<file path="config.mk">
export PLATFORM = sky130hd
export DESIGN_NAME = andor_scheduler
export DESIGN_NICKNAME = d
export VERILOG_FILES = /design/src/rtl/andor_sched_pkg.sv /design/src/rtl/rr_pick.sv /design/src/rtl/andor_scheduler.sv
export SDC_FILE = /design/constraint.sdc
export NUM_CORES = 1
export LEC_CHECK = 0
export CAP_MARGIN = 10
export CORE_MARGIN = 1.5
export CORE_UTILIZATION = 35
export CTS_BUF_LIST = sky130_fd_sc_hd__clkbuf_4
export DETAILED_ROUTE_END_ITERATION = 10
export GPL_TIMING_DRIVEN = 0
export PLACE_DENSITY = 0.69
export SLEW_MARGIN = 10
export SYNTH_ARGS = -nofsm -noshare
export SYNTH_HDL_FRONTEND = slang
export SYNTH_SLANG_ARGS = --single-unit
</file>
<file path="constraint.sdc">
create_clock -name Clk -period 2.55 [get_ports Clk]
set_input_delay 0.51 -clock Clk [delete_from_list [all_inputs] [get_ports Clk]]
set_output_delay 0.51 -clock Clk [all_outputs]
set_load 0.02 [all_outputs]
</file>
<file path="src/rtl/andor_sched_pkg.sv">
// Shared types for the AndOr time-sharing scheduler and its round-robin helper.
package andor_sched_pkg;

  typedef enum logic {
    IDLE  = 1'b0,
    DRIVE = 1'b1
  } state_t;

  localparam int MAX_REQ = 8;

endpackage

</file>
<file path="src/rtl/rr_pick.sv">
// Combinational round-robin pick: first set bit of Req at or above Ptr, wrapping.
module rr_pick #(
  parameter int N  = 4,
  parameter int PW = (N > 1) ? $clog2(N) : 1
) (
  input  logic [N-1:0]  Req,
  input  logic [PW-1:0] Ptr,
  output logic [PW-1:0] Winner,
  output logic          Valid
);

  logic [PW-1:0] cand [N];

  // cand[i] is the requester index i places after the pointer, modulo N
  for (genvar i = 0; i < N; i++) begin : g_cand
    logic [PW:0] sum;
    assign sum     = {1'b0, Ptr} + (PW+1)'(i);
    assign cand[i] = (sum >= (PW+1)'(N)) ? PW'(sum - (PW+1)'(N)) : sum[PW-1:0];
  end

  always_comb begin
    Valid  = 1'b0;
    Winner = '0;
    for (int i = N - 1; i >= 0; i--) begin
      if (Req[cand[i]]) begin
        Valid  = 1'b1;
        Winner = cand[i];
      end
    end
  end

endmodule

</file>
<file path="src/rtl/andor_scheduler.sv">
// Time-shares one external AndOr unit among N_REQ requesters: round-robin grant,
// hold operands for SETTLE cycles, then capture X/Y and pulse Done to the owner.
module andor_scheduler
  import andor_sched_pkg::*;
#(
  parameter int N_REQ  = 4,
  parameter int SETTLE = 2
) (
  input  logic             Clk,
  input  logic             Rst_n,
  input  logic [N_REQ-1:0] Req,
  input  logic [N_REQ-1:0] ReqA,
  input  logic [N_REQ-1:0] ReqB,
  input  logic [N_REQ-1:0] ReqC,
  output logic [N_REQ-1:0] Grant,
  output logic [N_REQ-1:0] Done,
  output logic             RespX,
  output logic             RespY,
  output logic             UnitA,
  output logic             UnitB,
  output logic             UnitC,
  input  logic             UnitX,
  input  logic             UnitY,
  output logic             Busy
);

  localparam int PW = $clog2(N_REQ);
  localparam int CW = $clog2(SETTLE) + 1;
  localparam logic [CW-1:0] CNT_LOAD = CW'(SETTLE - 1);
  localparam logic [PW-1:0] LAST_REQ = PW'(N_REQ - 1);

  state_t        state;
  logic [PW-1:0] ptr;
  logic [PW-1:0] owner;
  logic [PW-1:0] pick;
  logic          pick_valid;
  logic [CW-1:0] cnt;

  rr_pick #(
    .N  (N_REQ),
    .PW (PW)
  ) u_rr_pick (
    .Req    (Req),
    .Ptr    (ptr),
    .Winner (pick),
    .Valid  (pick_valid)
  );

  // Unit operands are only reloaded at grant, so they sit still while idle
  always_ff @(posedge Clk or negedge Rst_n) begin
    if (!Rst_n) begin
      state <= IDLE;
      ptr   <= '0;
      owner <= '0;
      cnt   <= '0;
      Grant <= '0;
      Done  <= '0;
      RespX <= 1'b0;
      RespY <= 1'b0;
      UnitA <= 1'b0;
      UnitB <= 1'b0;
      UnitC <= 1'b0;
      Busy  <= 1'b0;
    end else begin
      Done <= '0;
      case (state)
        IDLE: begin
          if (pick_valid) begin
            UnitA <= ReqA[pick];
            UnitB <= ReqB[pick];
            UnitC <= ReqC[pick];
            Grant <= N_REQ'(1) << pick;
            owner <= pick;
            cnt   <= CNT_LOAD;
            Busy  <= 1'b1;
            state <= DRIVE;
          end
        end
        DRIVE: begin
          if (cnt != '0) begin
            cnt <= cnt - 1'b1;
          end else begin
            RespX <= UnitX;
            RespY <= UnitY;
            Done  <= Grant;
            Grant <= '0;
            Busy  <= 1'b0;
            ptr   <= (owner == LAST_REQ) ? '0 : owner + 1'b1;
            state <= IDLE;
          end
        end
        default: state <= IDLE;
      endcase
    end
  end

endmodule

</file>
==> metrics.md <==
| Metric | Value |
|---|---|
| PD cells | 1080 nW/um2 |
| Global routing's busiest layer | met2 |
| Post-CTS Setup Bufs | 0 |
| CTS tree | yes |
| Post-synthesis register bit count | 21 |
| Clock transition at path regs | 0.11 ns |
| Fin crit share | 74.3% |
| Via/cell ratio | 5.36 |
| Final min period | 1.89 ns |
| Post-route non-filler standard cell count | 157 |
| EDFF count, synth | 0 |
| Worst slew pin tran | 0.905 ns |
| PostCTS Resize Cnt | 0 |
| Slew Limit Headroom | 39.5% |
| Drt first pass iters | 4 |
| Final setup violating endpoints | 0 |
| Leakage | 0.644 nW |
| Fill cell count | 268 |
| Met1 usage | 17.0% |
| Area occupied by registers | 526 um2 |
| Worst-path maximum fanout | 5 |
| Largest net degree at the start of global routing | 22 |
| Global-route wire length before repair | 3590 um |
| Maximum vdd drop | 0.000760 V |
| Total GRT Usage | 14.2% |
| Hold_sp | owner[1]$_DFFE_PN0P_ |
| Multi-input gate area | 487 um2 |
| Yosys top cell area share | 50.4% |
| Worst Hold Class | flop to flop |
| Antenna Nets Post-Route | 0 |
| Root buf cell | clkbuf_4 |
| GP Congestion | 0.737 |
| Starting Density | 37.5% |
| WL per Instance | 13.9 um |
| Slew Limit Fails | 0 |
| Clock Tree Buf Depth | 2 |
| Post-route DRC | 0 |
| Max Fclk | 528 MHz |
| Site row count | 19 |
| Distinct cells, synth | 33 |
| Unrepaired setup endpoints after global routing | no |
| Ranking of synthesized cells by area | dfrtp_1 (50%), a32o_1 (3.8%), mux2i_1 (3.8%) |
| Final Hold Fails | 0 |
| Syn Inst Count | 89 |
| Worst R2R Start | ptr[1]$_DFFE_PN0P_ |
| Req. time, crit path | 2.72 ns |
| Critical Path End Type | flop |
| Hold buffers post-CTS | 0 |
| Warnings from Yosys | 0 |
| Top cells by count, synth | dfrtp_1 (21), nand2_1 (9), inv_1 (6) |
| CP Launch Point | Req[0] |
| Placed cells | 153 |
| Post-synth ARST share | 100% |
| Vias in the first global route | 796 |
| Layout cells sized above 1 | 16.7% |
| IO Count | 34 |
| Post-DP HPWL | 1680 um |
| Capture point of the worst reg-to-reg path | UnitC$_DFFE_PN0P_ |
| R2R cell count | 5 |
| GRT met2 Usage | 24.4% |
| Die width | 57.6 um |
| Clock Latency Late Sink | 0.30 ns |
| Routed wire length | 2180 um |
| Nets | 149 |
| Top FF cell, synth | dfrtp_1 |
| H-Tree Depth | 1 |
| Data arrival, critical path | 2.06 ns |
| Most instantiated library cell after synthesis | dfrtp_1 |
| Hold depth | 1 |
| Syn_area_per_cell | 11.7 um2 |
| Iter 0 DRT Violations | 24 |
| Total number of vias | 842 |
| CP Launch Type | primary input |
| Fraction of the yosys area taken by sequential cells | 50.4% |
| Flop-to-flop setup slack | 0.85 ns |
| Largest area contributor in the netlist | dfrtp_1 |
| Clock buffer count from CTS | 3 |
| Grt met3 use | 5.22% |
| Final clock skew | 0.00177 ns |
| N_diodes | 0 |
| CTS Sinks | 21 |
| Syn Nets | 111 |
| Max-cap violations | 0 |
| Placeable Area | 2780 um2 |
| Port Buffers | 33 |
| Die Footprint | 3320 um2 |
| Total grt overflow | 0 |
| Initial antenna violation count | 0 |
| Mapped Area | 1040 um2 |
| Endpoint, Worst Hold | owner[1]$_DFFE_PN0P_ |
| Die Y | 57.6 um |
| Post-Route Setup TNS | 0 ns |
| Area Overhead vs Synth | 38.2% |
| Status | completed |
| Setup CP Type | primary input to flop |
layout by cell type, fill, tap and decap left out, types with 3 or more instances in the layout:
cell type | netlist | routed
clkdlybuf4s50_1 | 0 | 33
inv_1 | 6 | 6
dfrtp_1 | 21 | 21
a32o_1 | 4 | 4
nand2_1 | 9 | 9
and3_1 | 4 | 4
clkbuf_4 | 0 | 4
nor2_1 | 3 | 3
mux2i_1 | 4 | 4
a21oi_1 | 3 | 3
mux2_2 | 3 | 3
worst max path at each step:
stage                           end  slack, ns  depth (start not counted)
6_report          UnitC$_DFFE_PN0P_       0.66                          6
4_1_cts        owner[0]$_DFFE_PN0P_       0.63                          4
3_5_place_dp   owner[0]$_DFFE_PN0P_       0.30                          4
5_1_grt          cnt[1]$_DFFE_PN0P_       0.43                          5
3_3_place_gp   Grant[2]$_DFFE_PN0P_       0.33                          5
2_1_floorplan  Grant[2]$_DFFE_PN0P_       0.98                          4
kinds of logic (layout without fill, tap and decap cells):
logic type	count (synthesis)	in the layout	synth area share, %
compound gates	23	23	21.0
xor+xnor	1	1	0.839
fa+ha+maj	2	2	2.40
buf+inv	8	45	3.00
flops	21	21	50.4
mux	7	7	7.07
simple gates	27	27	15.3
power breakdown:
group / switching [mW] / leakage [nW] / internal (mW)
clock network: 0.0928 / 0.0184 / 0.0715
logic: 0.426 / 0.366 / 0.402
registers: 0.0954 / 0.260 / 0.468
total: 0.614 / 0.644 / 0.942
per-stage QoR:
step	setup slack, ns	hold slack (ns)	total power, mW	util (%)	area, um2
5_1_grt	0.431	0.514	1.67	51.9	1440
3_3_place_gp	0.329	0.462	1.39	50.8	1410
4_1_cts	0.631	0.497	1.58	51.9	1440
6_report	0.656	0.492	1.56	51.9	1440
3_5_place_dp	0.299	0.471	1.41	50.8	1410
2_1_floorplan	0.983	0.214	1.10	-	1040
worst max-delay path, cell delays in order:
cell and delay [ns]:
clkdlybuf4s50_1 0.56, nand2_1 0.09, or2_2 0.33, and4_4 0.18
a2111oi_2 0.34, a221oi_2 0.05
registers in the layout (all words and copies together) (netlist names):
register / flops
Done: 4
Grant: 4
cnt: 2
owner: 2
ptr: 2
Busy: 1
RespX: 1
RespY: 1
UnitA: 1
UnitB: 1
UnitC: 1
state: 1
area by class of cell:
cell class              count  share of cell area (%)
plain buffers               2                   0.607
repair buffers             33                    22.9
clock buffers               4                    2.08
multi-input cells          60                    33.7
inverters                   6                    1.56
flip-flops and latches     21                    36.4
well taps                  31                    2.69
layer usage:
| layer | share of wire (%) | vias to the layer above |
|---|---|---|
| li1 | - | 407 |
| met1 | 45 | 407 |
| met2 | 47 | 26 |
| met3 | 7.0 | 2 |
| met4 | 0.46 | 0 |
| met5 | 0 | - |
No activity file was read; power rests on OpenSTA's default activity.
==> patch (same settings) <==
Reset style: synchronous (`Rst_n`), changed in one clocked block.
--- a/src/rtl/andor_scheduler.sv
+++ b/src/rtl/andor_scheduler.sv
@@ -47,7 +47,7 @@
   );
 
   // Unit operands are only reloaded at grant, so they sit still while idle
-  always_ff @(posedge Clk or negedge Rst_n) begin
+  always_ff @(posedge Clk) begin
     if (!Rst_n) begin
       state <= IDLE;
       ptr   <= '0;
Behaviour: differs if Rst_n is asserted again (counterexample within 4 cycles, from zero or initial values and one cycle with Rst_n low); with Rst_n held inactive, the same outputs for 10 cycles.
==> patch against the unedited design <==
- synthesized area is 7.9% lower
- design area is 6.0% lower
- global-route usage is 0.56 points higher
- sequential cell count stayed put
- setup slack better by 62 ps
- wire length is 2.9% higher
Power is not compared: it rests on default switching activity, and its combinational part moved more than twofold at a synthesized area within 25%.
==> patch: results (changes against the unedited design) <==
Routability cong. = 0.7451 (+1.1%)
Final clock-cell share = 0.02030 (-0.0005201)
Crit-path max FO = 7 (+2)
Number of global-route vias before repair = 815 (+2.4%)
Count of plain and timing-repair buffers = 37 (+5.7%)
Cell variety after synth = 26 (-21%)
Vias per cell = 5.116 (-4.6%)
R2R setup slack = 1020 ps (+170 ps)
Synth Register Bits = 21 (unchanged)
Invs w/o clock = 4 (-2)
Largest net degree at the start of global routing = 13 (-41%)
Hold worst-path end = RespY
Hold wc startpoint = RespY
Final nets = 165 (+11%)
Area Overhead vs Synth = 41.15%
Placed inst area = 1329 sq um (-5.9%)
Critical path startpoint = Req[1]
DP HPWL = 1716 um (+1.9%)
R2r worst-path depth = 5 (unchanged)
Largest delay share family, worst path = compound AO/OA/AOI/OAI gates
Count of multi-input gates = 76 (+27%)
Seq area share = 0.3100 (-0.05430)
WL per Instance = 13.05 um (-6.0%)
Hold WS = 459.0 ps (-32.79 ps)
Post-Synthesis Cell Area = 960.9 sq um (-7.9%)
Crit path largest cell delay = 530 ps (-30 ps)
Total GRT Usage = 0.1474 (+0.005616)
Synth top area cells = dfxtp_1 44%, mux2i_1 6.3%, nand3_1 6.3%
Seq/Total Area, Yosys = 0.4375 (-0.06610)
Hold depth = 2 (+1)
Reg clk slew, reported paths = 120 ps
Layout filler cell count = 237 (-12%)
Clock Skew = 1.016 ps (-0.7565 ps)
Worst Tran Pin Value = 525.3 ps (-379.3 ps)
Buffering overhead = 0.2629 (+0.02788)
Leading registers by flop count = Done (4), Grant (4)
Reg-to-Reg Start = ptr[0]
Maximum clock path buffer count = 2 (unchanged)
Status = finished clean
Initial antenna violation count = 0 (unchanged)
Post-synth ARST share = 0 (-1.000)
Share of layout cells above drive strength 1 = 0.07746 (-0.08920)
CLK BUF = 3 (-1)
First-pass GRT wire length = 3601 um (+0.36%)
Crit path capture = UnitB
Fraction of area in multi-input gates = 0.3681 (+0.03070)
Syn nets = 127 (+14%)
Initial detailed-routing violation count = 16 (-33%)
Post-synth top cells = 21 x dfxtp_1, 12 x nand2_1, 12 x nand3_1
patch: per-stage QoR:
step / setup WS [ps] / std cells / power, mW
after floorplan: 1028 / 105 / 0.5002
after global placement: 449.3 / 168 / 0.5847
after detailed placement: 402.2 / 168 / 0.5910
after CTS: 726.7 / 172 / 0.7528
after global routing: 582.1 / 172 / 0.7873
final: 717.8 / 172 / 0.7460
patch: cell families (layout without fill, tap and decap cells):
kind of cell / count (synthesis) / count (layout) / share of synthesized area
AND/OR/NAND/NOR: 42 / 42 / 0.2200
AO/OA/AOI/OAI: 26 / 26 / 0.2109
flip-flops: 21 / 21 / 0.4375
buffers and inverters: 8 / 45 / 0.04297
multiplexers: 6 / 6 / 0.06250
adder cells (fa/ha/maj): 2 / 2 / 0.02604
patch: metal layers:
metal / track usage / share of wire / vias up
met2: 0.2704 / 0.52 / 28
met5: 0 / 0 / -
met1: 0.1621 / 0.43 / 405
met3: 0.05152 / 0.054 / 2
li1: - / - / 445
met4: 0.03136 / 0.0045 / 0
